--- config.mk ---
export PLATFORM = sky130hd
export DESIGN_NAME = ifm_buf_ctrl
export DESIGN_NICKNAME = d
export VERILOG_FILES = /design/src/rtl/ifm_buf_ctrl.sv
export SDC_FILE = /design/constraint.sdc
export NUM_CORES = 1
export LEC_CHECK = 0
export ABC_CLOCK_PERIOD_IN_PS = 3510
export CAP_MARGIN = 10
export CORE_UTILIZATION = 40
export DETAILED_ROUTE_END_ITERATION = 10
export PLACE_DENSITY = 0.8
export SLEW_MARGIN = 20
export SYNTH_ARGS = -nofsm -noshare
export SYNTH_HDL_FRONTEND = slang
export SYNTH_SLANG_ARGS = --single-unit
--- constraint.sdc ---
create_clock -name clk -period 3.51 [get_ports clk]
set_input_delay 0.8775 -clock clk [delete_from_list [all_inputs] [get_ports clk]]
set_output_delay 0.8775 -clock clk [all_outputs]
set_load 0.1 [all_outputs]
--- src/rtl/ifm_buf_ctrl.sv ---
`default_nettype none
// ============================================================================
// Module  : ifm_buf_ctrl
// Brief   : Raster sequencer for the 4-entry IFM shift buffer; presents
//           per-row 4-pixel windows. IFM_CTRL_PERF_EN adds stall_cnt.
// Rev     : 1.0 - initial release
// ============================================================================
module ifm_buf_ctrl #(
   parameter int IMG_W = 8,
   parameter int IMG_H = 8,
   parameter int CW    = $clog2(IMG_W),
   parameter int RW    = $clog2(IMG_H)
) (
   input  logic              clk,
   input  logic              rst_n,
   input  logic              start,
   input  logic              src_valid,
   input  logic signed [7:0] src_data,
   output logic              src_ready,
   output logic signed [7:0] ifm_input,
   output logic              ifm_read,
   output logic              win_valid,
   input  logic              win_ready,
   output logic [CW-1:0]     win_col,
   output logic [RW-1:0]     win_row,
   output logic              busy,
   output logic              done
`ifdef IFM_CTRL_PERF_EN
   ,
   output logic [15:0]       stall_cnt
`endif
);

   // col_cnt must reach IMG_W itself, so it is one value wider than a column index
   localparam int                c_CCW       = $clog2(IMG_W + 1);
   localparam logic [c_CCW-1:0]  c_COL_MAX   = c_CCW'(IMG_W);
   localparam logic [c_CCW-1:0]  c_COL_WIN   = c_CCW'(4);
   localparam logic [c_CCW-1:0]  c_COL_LFILL = c_CCW'(3);
   localparam logic [RW-1:0]     c_ROW_LAST  = RW'(IMG_H - 1);

   localparam logic [1:0] c_ST_IDLE  = 2'd0;
   localparam logic [1:0] c_ST_FILL  = 2'd1;
   localparam logic [1:0] c_ST_SLIDE = 2'd2;
   localparam logic [1:0] c_ST_DONE  = 2'd3;

   logic [1:0]       r_state;
   logic [c_CCW-1:0] r_col_cnt;
   logic [RW-1:0]    r_row_cnt;
   logic             r_win_valid;

   logic             w_src_ready;
   logic             w_accept;
   logic             w_consume;
   logic             w_row_end;

   always_comb begin
      w_src_ready = 1'b0;
      case (r_state)
         c_ST_FILL:  w_src_ready = 1'b1;
         c_ST_SLIDE: w_src_ready = (r_col_cnt < c_COL_MAX) && (!r_win_valid || win_ready);
         default:    w_src_ready = 1'b0;
      endcase
   end

   assign w_accept  = src_valid & w_src_ready;
   assign w_consume = r_win_valid & win_ready;
   assign w_row_end = w_consume && (r_col_cnt == c_COL_MAX);

   always_ff @(posedge clk) begin
      if (!rst_n) begin
         r_state     <= c_ST_IDLE;
         r_col_cnt   <= '0;
         r_row_cnt   <= '0;
         r_win_valid <= 1'b0;
      end else begin
         case (r_state)
            c_ST_IDLE: begin
               if (start) begin
                  r_state   <= c_ST_FILL;
                  r_col_cnt <= '0;
                  r_row_cnt <= '0;
               end
            end
            c_ST_FILL: begin
               if (w_accept) begin
                  r_col_cnt <= r_col_cnt + c_CCW'(1);
                  if (r_col_cnt == c_COL_LFILL) begin
                     r_state     <= c_ST_SLIDE;
                     r_win_valid <= 1'b1;
                  end
               end
            end
            c_ST_SLIDE: begin
               // An accept while a window is consumed keeps win_valid high
               if (w_accept) begin
                  r_col_cnt   <= r_col_cnt + c_CCW'(1);
                  r_win_valid <= 1'b1;
               end else if (w_row_end) begin
                  r_win_valid <= 1'b0;
                  r_col_cnt   <= '0;
                  if (r_row_cnt == c_ROW_LAST) begin
                     r_state <= c_ST_DONE;
                  end else begin
                     r_row_cnt <= r_row_cnt + RW'(1);
                     r_state   <= c_ST_FILL;
                  end
               end else if (w_consume) begin
                  r_win_valid <= 1'b0;
               end
            end
            c_ST_DONE: r_state <= c_ST_IDLE;
            default:   r_state <= c_ST_IDLE;
         endcase
      end
   end

   assign src_ready = w_src_ready;
   assign ifm_read  = w_accept;
   assign ifm_input = src_data;
   assign win_valid = r_win_valid;
   assign win_col   = r_win_valid ? CW'(r_col_cnt - c_COL_WIN) : '0;
   assign win_row   = r_win_valid ? r_row_cnt : '0;
   assign busy      = (r_state == c_ST_FILL) || (r_state == c_ST_SLIDE);
   assign done      = (r_state == c_ST_DONE);

`ifdef IFM_CTRL_PERF_EN
   logic [15:0] r_stall_cnt;

   always_ff @(posedge clk) begin
      if (!rst_n) begin
         r_stall_cnt <= '0;
      end else if ((r_state == c_ST_IDLE) && start) begin
         r_stall_cnt <= '0;
      end else if (r_win_valid && !win_ready && (r_stall_cnt != 16'hFFFF)) begin
         r_stall_cnt <= r_stall_cnt + 16'd1;
      end
   end

   assign stall_cnt = r_stall_cnt;
`endif

endmodule
`default_nettype wire
==> impl_summary.txt <==
----------------------------------------------------
[Outcome]
  Run status ... completed

[Job]
  Number of max-capacitance violations reported ... 0

[Timing]
  Shortest clock period the worst path allows after layout ... 3050 ps
  Share of the clock period used by the worst path after layout ... 0.868
  Count of final setup violators ... 0
  Max-slew violations ... 0
  Transition time at the pin with the least slew margin ... 408 ps
  Highest attainable clock frequency ... 328 MHz
  Sum of negative setup slack ... 0 ps
  Tightest slew margin relative to the limit ... 0.727
  Final Hold Vio Count ... 0
  Setup repair after global routing missed its margin ... no
  Worst Hold Margin ... 508 ps
  Clock tree skew after final layout ... 0.667 ps

[Cells and area]
  Ant. Diodes ... 0
  Fraction of final layout cells with drive strength greater than 1 ... 0.198
  Layout area overhead ... 18.2%
  Area occupied by multi-input gates ... 562 um2
  Number of filler instances in the final layout ... 196
  Area taken by flip-flops and latches ... 200 um2
  # nets final ... 135
  Utilization after layout ... 0.511

[Floorplanning]
  Die height ... 48.3 um
  Num rows ... 16
  Die X ... 48.3 um
  Total I/O pin count ... 32
  Initial Util ... 0.432
  Core Area ... 1980 um2
  Area of the die ... 2330 um2

[Drt]
  DR pass1 iterations ... 4
  Via count of the routed design ... 740
  Antenna Violating Nets Remaining ... 0
  Wire length reported by the detailed router ... 1820 um
  Mean routed wirelength per cell ... 13.2 um
  Number of design-rule violations left by the first detailed-router iteration ... 12
  Post-DR vias/cell ... 5.36
  Number of DRC violations after detailed routing ... 0

[Hold path]
  Number of instances on the worst hold path ... 2
  Source of the worst hold timing path ... r_col_cnt[1]
  Worst min path class ... reg2reg
  Hold Path End ... r_col_cnt[1]

[Critical path]
  Slowest cell delay on critical path ... 520 ps
  Critical Path End Type ... primary output
  Worst reg2reg path depth ... 6
  Slowest library cell on the worst path ... sky130_fd_sc_hd__clkdlybuf4s50_1
  Reg-to-reg endpoint ... r_col_cnt[1]
  Source of the worst register-to-register timing path ... r_state[0]
  Nature of the critical path startpoint ... input pin
  Critical Path RT ... 2630 ps
  CP Cell Sequence ... clkdlybuf4s50_1, nand2b_1, a31oi_4, nor2_4, buf_12
  CP max FO ... 5
  Signal arrival time at the worst endpoint ... 2170 ps
  Worst Setup Path Type ... in2out
  Reg2reg setup slack ... 1620 ps

[Clock network]
  Post-CTS Resized ... 0
  # clock sinks ... 10
  Post-CTS Setup Inserts ... 0
  CTS H-tree depth ... 1
  TritonCTS clock tree ... done
  TritonCTS buffer count ... 3
  Insertion delay of the later-clocked pin in the worst-skew pair ... 270 ps
  Post-CTS Hold Buffers ... 0
  Cell at the root of the clock tree ... sky130_fd_sc_hd__clkbuf_4
  Clk buf depth ... 2
  Clock edge transition at the registers on the reported setup and hold paths ... 70 ps

[Synth]
  Area of the mapped netlist ... 857 um2
  Portion of synthesized cell area occupied by the leading cell type ... 0.234
  Net count after synthesis ... 124
  Avg Cell Area, Syn ... 8.49 um2
  Number of instances in the synthesized netlist ... 101
  Largest area contributor in the netlist ... sky130_fd_sc_hd__dfxtp_1
  Post-synth EDFFs ... 0
  Number of distinct library cell variants in the gate-level netlist after synthesis ... 33
  Synth async-reset ratio ... 0
  Warnings, synthesis ... 0
  Leading cell types by total area after synthesis ... sky130_fd_sc_hd__dfxtp_1 23%, sky130_fd_sc_hd__ha_1 15%, sky130_fd_sc_hd__buf_4 7.0%
  Top_reg_cell synth ... sky130_fd_sc_hd__dfxtp_1
  Portion of the post-synthesis area used by sequential elements ... 0.234
  #FFs+latches synth ... 10

[GRT]
  First-pass GRT wire length ... 2950 um
  Number of global-route vias before repair ... 701
  Largest net degree at the start of global routing ... 12
  All-layer global routing usage ... 0.182
  GR Overflow Total ... 0
  Initial antenna violation count ... 0

[Placed design]
  Final Wtd Congestion ... 0.882
  Detailed placement HPWL ... 1460 um
  Number of buffer cells added on primary ports ... 15

[Power and ir drop]
  Maximum resistive drop on vdd ... 0.322 mV
  Leak ... 0.403 nW
  Power per cell area ... 712 nW/um2
  Design Power ... 0.722 mW

----------------------------------------------------
==> metrics by stage <==
stage          setup WS, ps  cells  area, um2
3_5_place_dp            476    134        977
3_3_place_gp            489    134        977
5_1_grt                 391    138       1010
6_report                463    138       1010
2_1_floorplan           166    101        860
4_1_cts                 468    138       1010
==> Yosys cell counts, types with 3 or more instances <==
cell type,count
sky130_fd_sc_hd__dfxtp_1,10
sky130_fd_sc_hd__ha_1,10
sky130_fd_sc_hd__nand2_1,10
sky130_fd_sc_hd__inv_1,9
sky130_fd_sc_hd__buf_4,8
sky130_fd_sc_hd__nor2_1,6
sky130_fd_sc_hd__and2_1,5
sky130_fd_sc_hd__a31oi_1,4
sky130_fd_sc_hd__nand3_1,4
sky130_fd_sc_hd__nand2b_1,3
sky130_fd_sc_hd__nand3b_1,3
sky130_fd_sc_hd__o22ai_1,3
==> sequential cells by signal (all words and copies together), names as in the netlist <==
| signal | count |
|---|---|
| r_col_cnt | 4 |
| r_row_cnt | 3 |
| r_state | 2 |
| win_valid | 1 |
==> logic make-up (layout without fill, tap and decap cells) <==
kind of cell / count (synthesis) / in the layout / synth area share
AO/OA/AOI/OAI: 19 / 19 / 0.178
adder cells (fa/ha/maj): 10 / 10 / 0.146
buffers and inverters: 18 / 28 / 0.114
flip-flops: 10 / 10 / 0.234
multiplexers: 3 / 3 / 0.0365
AND/OR/NAND/NOR: 41 / 41 / 0.292
==> layout make-up <==
type                            count  share of cell area
Clock buffer                        4              0.0358
Inverter                            9              0.0333
Multi-Input combinational cell     73               0.554
Sequential cell                    10               0.198
Tap cell                           27              0.0333
Timing Repair Buffer               15               0.146
==> cells in the final DEF (no fill, tap or decap), drive strengths merged <==
cell type      instances
buf                   11
o311a                  1
a31oi                  5
mux2                   1
dfxtp                 10
nand2b                 3
mux2i                  2
a21oi                  1
o2bb2ai                1
nand4bb                1
o22ai                  3
and2                   5
inv                    9
o221a                  1
nor3b                  1
nand3b                 3
nand3                  4
clkdlybuf4s50          4
or2b                   1
ha                    10
nand2                 10
a22o                   2
o21ai                  2
a41oi                  1
nor2                   7
o311ai                 1
clkbuf                 4
nor2b                  3
nor4                   1
o21bai                 1
nand4                  2
==> power breakdown <==
part	internal, mW	switching, mW
Combinational	0.145	0.325
Sequential	0.127	0.0194
Clock	0.0631	0.0425
Total	0.335	0.387
==> critical path, delay by kind of cell <==
| kind | cells | cell delay [ps] |
|---|---|---|
| compound gates | 1 | 140 |
| buf+inv | 2 | 720 |
| simple gates | 2 | 430 |
==> worst max path at each step <==
stage	from	to	slack, ps
after CTS	win_ready	ifm_read	470
after detailed placement	win_ready	ifm_read	480
after global placement	win_ready	ifm_read	490
after floorplan	win_valid	win_col[0]	170
final	win_ready	ifm_read	460
after global routing	win_ready	ifm_read	390
==> metal layers <==
| metal | part of all wire | global-route usage | wire, um |
|---|---|---|---|
| met3 | 0.058 | 0.0741 | 105 |
| met5 | 0 | 0 | 0 |
| met4 | 0.0077 | 0.0444 | 14 |
| met1 | 0.42 | 0.198 | 767 |
| met2 | 0.51 | 0.325 | 934 |
Power figures use the tool's default switching activity.
